**src/rtl/cpu_pkg.sv**
```systemverilog
// Shared definitions for the accumulator CPU:
// opcodes, memory-op encoding and the data-memory FSM states.
package cpu_pkg;

  localparam logic [3:0] OP_STORE = 4'b0000;
  localparam logic [3:0] OP_ADD   = 4'b0001;
  localparam logic [3:0] OP_SUB   = 4'b0010;
  localparam logic [3:0] OP_AND   = 4'b0011;
  localparam logic [3:0] OP_OR    = 4'b0100;
  localparam logic [3:0] OP_XOR   = 4'b0101;
  localparam logic [3:0] OP_NAND  = 4'b0110;
  localparam logic [3:0] OP_NOR   = 4'b0111;
  localparam logic [3:0] OP_LOAD  = 4'b1000;
  localparam logic [3:0] OP_XNOR  = 4'b1001;
  localparam logic [3:0] OP_JMP   = 4'b1111;

  typedef enum logic [1:0] {
    MEM_NONE,
    MEM_RD,
    MEM_WR
  } mem_op_e;

  typedef enum logic [1:0] {
    ST_IDLE,
    ST_WAIT,
    ST_DONE
  } mem_state_e;

endpackage

```
**src/rtl/data_mem_resp_mem_array.sv**
```systemverilog
// Single-port word RAM: clocked write, read port follows addr.
// No reset; contents survive a CPU reset.
module mem_array #(
  parameter int DW = 16,
  parameter int AW = 8
) (
  input  logic          clk,
  input  logic          we,
  input  logic [AW-1:0] addr,
  input  logic [DW-1:0] din,
  output logic [DW-1:0] dout
);

  logic [DW-1:0] mem [2**AW];

  always_ff @(posedge clk) begin
    if (we) mem[addr] <= din;
  end

  assign dout = mem[addr];

endmodule

```
**src/rtl/data_mem_resp.sv**
```systemverilog
// Data-memory responder: accepts one request at a time, waits
// WAIT_CYC cycles, performs the access, then pulses ready.
module data_mem_resp
  import cpu_pkg::*;
#(
  parameter int DATA_W   = 16,
  parameter int ADDR_W   = 8,
  parameter int WAIT_CYC = 2
) (
  input  logic              clk,
  input  logic              rst,
  input  logic              req,
  input  logic              mReadFlag,
  input  logic              mWriteFlag,
  input  logic [ADDR_W-1:0] addr,
  input  logic [DATA_W-1:0] wdata,
  output logic [DATA_W-1:0] rdata,
  output logic              ready,
  output logic              busy,
  output logic              err
);

  localparam logic [3:0] WAIT_INIT = 4'(WAIT_CYC);

  mem_state_e        state_q;
  mem_op_e           op_q;
  logic [3:0]        cnt_q;
  logic [ADDR_W-1:0] addr_q;
  logic [DATA_W-1:0] wdata_q;
  logic [DATA_W-1:0] rdata_q;
  logic              ready_q;
  logic              busy_q;
  logic              err_q;

  logic              access;
  logic              mem_we;
  logic [DATA_W-1:0] mem_dout;

  assign access = (state_q == ST_WAIT) && (cnt_q == 4'd0);
  // Gate with rst so a reset coinciding with the access edge drops the write
  assign mem_we = access && (op_q == MEM_WR) && !rst;

  mem_array #(
    .DW (DATA_W),
    .AW (ADDR_W)
  ) u_mem (
    .clk  (clk),
    .we   (mem_we),
    .addr (addr_q),
    .din  (wdata_q),
    .dout (mem_dout)
  );

  always_ff @(posedge clk or posedge rst) begin
    if (rst) begin
      state_q <= ST_IDLE;
      op_q    <= MEM_NONE;
      cnt_q   <= 4'd0;
      addr_q  <= '0;
      wdata_q <= '0;
      rdata_q <= '0;
      ready_q <= 1'b0;
      busy_q  <= 1'b0;
      err_q   <= 1'b0;
    end else begin
      ready_q <= 1'b0;
      err_q   <= 1'b0;
      unique case (state_q)
        ST_IDLE: begin
          if (req && mReadFlag && mWriteFlag) begin
            err_q <= 1'b1;
          end else if (req && (mReadFlag ^ mWriteFlag)) begin
            addr_q  <= addr;
            wdata_q <= wdata;
            op_q    <= mReadFlag ? MEM_RD : MEM_WR;
            cnt_q   <= WAIT_INIT;
            busy_q  <= 1'b1;
            state_q <= ST_WAIT;
          end
        end
        ST_WAIT: begin
          if (cnt_q != 4'd0) begin
            cnt_q <= cnt_q - 4'd1;
          end else begin
            if (op_q == MEM_RD) rdata_q <= mem_dout;
            ready_q <= 1'b1;
            state_q <= ST_DONE;
          end
        end
        ST_DONE: begin
          busy_q  <= 1'b0;
          op_q    <= MEM_NONE;
          state_q <= ST_IDLE;
        end
        default: state_q <= ST_IDLE;
      endcase
    end
  end

  assign rdata = rdata_q;
  assign ready = ready_q;
  assign busy  = busy_q;
  assign err   = err_q;

endmodule

```
**config.mk**
```make
export PLATFORM = sky130hd
export DESIGN_NAME = data_mem_resp
export DESIGN_NICKNAME = d
export VERILOG_FILES = /design/src/rtl/cpu_pkg.sv /design/src/rtl/data_mem_resp_mem_array.sv /design/src/rtl/data_mem_resp.sv
export SDC_FILE = /design/constraint.sdc
export NUM_CORES = 2
export LEC_CHECK = 0
export BUFFER_PORTS_ARGS = -buffer_cell sky130_fd_sc_hd__buf_2
export CORE_UTILIZATION = 57
export CTS_CLUSTER_SIZE = 25
export DETAILED_ROUTE_END_ITERATION = 8
export HOLD_SLACK_MARGIN = 0.08
export PLACE_DENSITY = 0.75
export SYNTH_ARGS = -nofsm -noshare
export SYNTH_HDL_FRONTEND = slang
export SYNTH_SLANG_ARGS = --single-unit
```
**constraint.sdc**
```tcl
create_clock -name clk -period 4 [get_ports clk]
set_clock_uncertainty 0.15 [all_clocks]
set_input_delay 0.8 -clock clk [delete_from_list [all_inputs] [get_ports clk]]
set_output_delay 0.8 -clock clk [all_outputs]
set_load 0.005 [all_outputs]
```
======== Word-level counts from Yosys, hierarchy flattened ========
Memories as Yosys holds them, arrays and structs flattened. A register that Yosys moved wholly into a read port is not among the register bits.
Cells that the tools add are included.
storage, ports and cells
  memories ................................ 1
  bits in latches ......................... 0
  logic and storage cells ................. 59
  RAM bits ................................ 4096
  input bits .............................. 29
  ROM bits ................................ 0
  flip-flop bits (word level) ............. 35
operators by class
  bitwise operators ....................... 3
  divide/modulo/power cells ............... 0
  multiply operators ...................... 0
  equal/unequal tests ..................... 8
  reduce and logical (&&, ||, !) cells .... 17
  mux-type cells .......................... 21
  add/sub/neg operators ................... 1
  shift-type cells ........................ 0
  order comparisons ....................... 0
memory list
  name       words  width  rd ports  clocked after Yosys merged registers in  write ports  RTL line                       RTL
  u_mem.mem  256    16     1         1                                        1            data_mem_resp_mem_array.sv:14  logic [DW-1:0] mem [2**AW];
operator list
  operator                                                                 count
  2-bit two-way mux                                                        6
  4-bit two-way mux                                                        3
  3-bit AND reduction                                                      4
  1-bit two-way mux                                                        8
  2-bit one-hot mux with 2 select lines                                    2
  4-bit one-hot mux with 2 select lines                                    1
  1-bit logical AND                                                        6
  2-bit inequality test, second input constant                             3
  2-bit by 1-bit == test with 1-bit output, second input constant          2
  2-bit == test, second input constant                                     2
  4-bit zero test                                                          1
  4-bit AND reduction                                                      1
  2-bit nonzero test                                                       2
  4-bit nonzero test                                                       1
  4-bit by 1-bit subtractor with 4-bit output, second input constant       1
  2-bit zero test                                                          1
  2-bit by 1-bit inequality test with 1-bit output, second input constant  1
  1-bit NOT                                                                2
  1-bit one-hot mux with 2 select lines                                    1
  1-bit zero test                                                          1
  1-bit bitwise XOR                                                        1

======== Longest topological paths before layout ========
  word-level depth ........................ 6
  gate-level depth with buffers ........... 14
  depth with buffers taken out ............ 9

======== Modules after synthesis ========
A second synthesis with hierarchy kept.
unflattened totals
  cell total of the unflattened synthesis .. 6854
  area, all modules ....................... 157179.5 um^2
by module, submodules not included
  module         area an instance (um^2)  times used  cells each
  mem_array      155078.7                 1           6711
  data_mem_resp  2100.8                   1           143

======== Least setup slack after synthesis ========
No wires, ideal clock.
  path kind ............................... input -> register
  from .................................... in rst
  to ...................................... mem u_mem.mem[165][0], enable pin
  arrival ................................. 3.691 ns
  stages on the path ...................... 6
  path slack .............................. -0.229 ns
  path through ............................ inv_1 -> nand4_1 -> nor3_1 -> nand2_1 -> clkbuf_1 -> nor2_1
between the ends
  longest elaborated chain between the ends .. 4
RTL lines
  element                                  RTL line                       RTL
  start, declared                          data_mem_resp.sv:11            input logic rst,
  1-bit zero test (no line)                n/a
  1-bit logical AND                        data_mem_resp.sv:41            assign mem_we = access && (op_q == MEM_WR) && !rst;
  1-bit two-way mux                        data_mem_resp_mem_array.sv:17  if (we) mem[addr] <= din;
  1-bit two-way mux (not written as such)  data_mem_resp_mem_array.sv:17
  end, declared                            data_mem_resp_mem_array.sv:14
No other way between the ends.

==> reports/results.tsv <==
metric	value	unit
status	complete, but fails checks	
violations	setup timing	
slew_headroom	0.280	
required	4.73	ns
antenna_left	0	
syn_inst	7239	
cts_tree	built	
worstSetupPathType	flip-flop to flip-flop	
grt_max_degree	133	
root_buffer	clkbuf_16	
initial_core_util	0.575	
final_common_cell	edfxtp_1	
vias	85200	
globalRouteTotalUtil	0.324	
syn_to_final_growth	16.1	%
crit_arrival	4.76	ns
syn_avg_cell_area	22.0	sq um
synth_edf_count	4096	
synthAdderAreaFrac	0.0000784	
whs_endpoint	op_q[0]	
p_sw_frac	0.336	
crit_path_max_fanout	12	
rrSetupSlack	-0.03	ns
fin_cells	12100	
grt_setup_unrepaired	no	
ioPinCount	48	
antenna_found_initial	30	
hold_violations	0	
powerDensity	747	nW/um^2
die_area	282000	sq um
async_flop_share	0.0123	
period_minus_slack	4.03	ns
clk_pin_slew	0.07	ns
yosys_warnings	0	
synth_area_leaders	edfxtp_1 (77%), mux4_2 (14%), mux2i_1 (1.5%), dfrtp_1 (0.80%), nor2_1 (0.74%)	
dieHeight	531	um
grtUsageMet3	0.0919	
seq_area_frac_synth	0.779	
startpoint_type	flip-flop	
ys.flop_type	edfxtp_1	
power_frac_seq	0.412	
p_switching	46.5	mW
crit_path_end_kind	flip-flop	
ir_drop	0.726	mV
final_cell_mix	edfxtp_1 (4,096), mux4_2 (973), buf_4 (479), clkbuf_16 (404), buf_12 (288)	
yosys.area.top_type	edfxtp_1	
synth_xor_area_frac	0.000165	
syn_nets	7269	
synth_top_area_share	0.771	
grt_pass1_vias	84100	
crit_slowest_cell	or4_1	
path_cells	buf_12 -> clkinv_2 -> buf_4 -> nand2_1 -> o221ai_1 -> nor3_1 -> buf_4 -> o22ai_1 -> or4_1 -> a31oi_1	
drc	0	
row_count	193	
synth_compound_area_frac	0.0250	
ff2ff_path_depth	10	
muxShareOfSynthArea	0.157	
dr.pass1.iters	8	
fmax	0.248	GHz
grt_overflow	0	
synth_area	160000	sq um
post_drt_via_cell_ratio	7.03	
whs_path_depth	4	
clk_path_buf_depth	4	
synth_top_family_by_area	multiplexers	
nets	8093	
detailed_place.area	172000	sq um
cts_made_buffers	403	
grt_pass1_wl	636000	um
cp_common_cell	buf_4	
portBuffers	47	
pwr-share-comb	0.312	
leakage	59.0	nW
grt.met2_usage	0.492	
core	277000	sq um
yosys.area_share.simple	0.0230	
worst_r2r_endpoint	rdata[0]	
reg2reg_from	addr_q[0]	
min_period_over_period	1.01	
htreeDepth	5	
pre_cts_slack	-0.246	ns
cap_violations	0	
fillers	16400	
design_area	185000	sq um
wl_per_cell	37.5	um
cts_sinks	4147	
finalWorstSetupSlack	-0.0282	ns
p_int	92.0	mW
clockPowerShare	0.276	
ys_types	79	
finalSetupViolCount	4	
grt.busiest_layer	met2	
drt_iter0_markers	15000	
slowest_delay	0.72	ns
whs	0.163	ns
min_path_type	input port to flip-flop	
ff_latch_area	124000	sq um
place.gp.congestion	0.928	
grt.met1_usage	0.436	
wirelength	455000	um
hold_start	mWriteFlag	
drive_above_1_share	0.307	
ys_ff_latch	4147	
place_inst	11300	
worstMarginPinSlew	1.08	ns
final_max_slew_viol_count	0	
dpl.hpwl	274000	um
insertion_delay	1.00	ns
die_w	531	um
multi_input_area	33100	sq um
-- critical path, delay by kind of cell (launching register included) --
kind	cells	cell delay, ns
simple gates	3	1.36
flops	1	0.63
compound gates	3	0.61
buf+inv	4	1.10
-- registers in the layout, indices dropped and copies added (netlist names) --
signal	flops
err	1
u_mem.mem	4096
busy	1
ready	1
cnt_q	4
rdata	16
addr_q	8
wdata_q	16
op_q	2
state_q	2
-- what timing repair did --
action / in CTS / in global routing
buffers inserted: 1 / 5
gates resized for setup: 9 / 4
setup endpoints to repair: 8 / 4
hold buffers: 27 / 0
hold endpoints to repair: 35 / 0
-- final cells by class --
| cell class | instances | share of cell area |
|---|---|---|
| sequential | 4147 | 0.671 |
| inverter | 12 | 0.000311 |
| antenna | 12 | 0.000162 |
| timing repair buffer | 842 | 0.0533 |
| multi-input combinational | 2657 | 0.179 |
| clock inverter | 263 | 0.0149 |
| tap | 3705 | 0.0250 |
| clock buffer | 479 | 0.0564 |
-- per-stage QoR --
stage | utilization | TNS [ns] | power, mW
CTS | 0.667 | 0 | 137
floorplan | - | -541.79 | 81.8
finish | 0.668 | -0.0588 | 138
global route | 0.668 | 0 | 141
detailed placement | 0.618 | -0.414 | 99.4
global placement | 0.618 | -0.478 | 98.3
-- how the worst max path moves through the flow --
stage,from,slack (ns),to,cells past startpoint
floorplan,wdata_q[0],-0.13,u_mem.mem[0][0],0
finish,addr_q[0],-0.03,rdata[0],10
global placement,cnt_q[0],-0.20,rdata[12],10
detailed placement,cnt_q[0],-0.25,rdata[12],10
CTS,cnt_q[0],0.006,rdata[12],10
global route,addr_q[0],0.0006,rdata[2],10
-- routing by layer --
metal	part of all wire	up-vias
met5	0.00042	-
met4	0.058	26
met3	0.14	1240
met2	0.46	7592
met1	0.34	44100
li1	-	32300
-- power by group through the flow --
stage | clock network (mW) | registers, mW | logic, mW
4_1_cts | 38.3 | 56.9 | 42.2
2_1_floorplan | 0 | 60.1 | 21.7
3_5_place_dp | 0 | 57.9 | 41.6
6_report | 38.2 | 57.1 | 43.3
3_3_place_gp | 0 | 57.7 | 40.6
5_1_grt | 39.9 | 57.0 | 44.2
-- cell families after synthesis --
logic type                 after synthesis
AOI/OAI and AO/OA                      547
buffers and inverters                  435
muxes                                 1277
adders and majority gates                1
xor gates and xnor gates                 3
DFF                                   4147
and+or+nand+nor                        829
-- synthesized netlist by cell type (19+ instances only) --
library cell,number
buf_4,74
buf_2,138
nor2b_1,22
o22a_1,27
a211oi_1,19
edfxtp_1,4096
a21oi_1,58
buf_1,21
a22oi_1,57
nor4_1,41
mux4_2,973
nor3_1,26
nor2_1,313
o22ai_1,95
and3_1,23
a32oi_1,44
clkbuf_1,137
a32o_1,23
mux2i_1,240
nand3_1,59
mux2_2,64
nand2_1,281
o221ai_1,29
o21ai_0,60
dfrtp_1,51
a31oi_1,32
buf_6,45
Power figures use the tool's default switching activity.
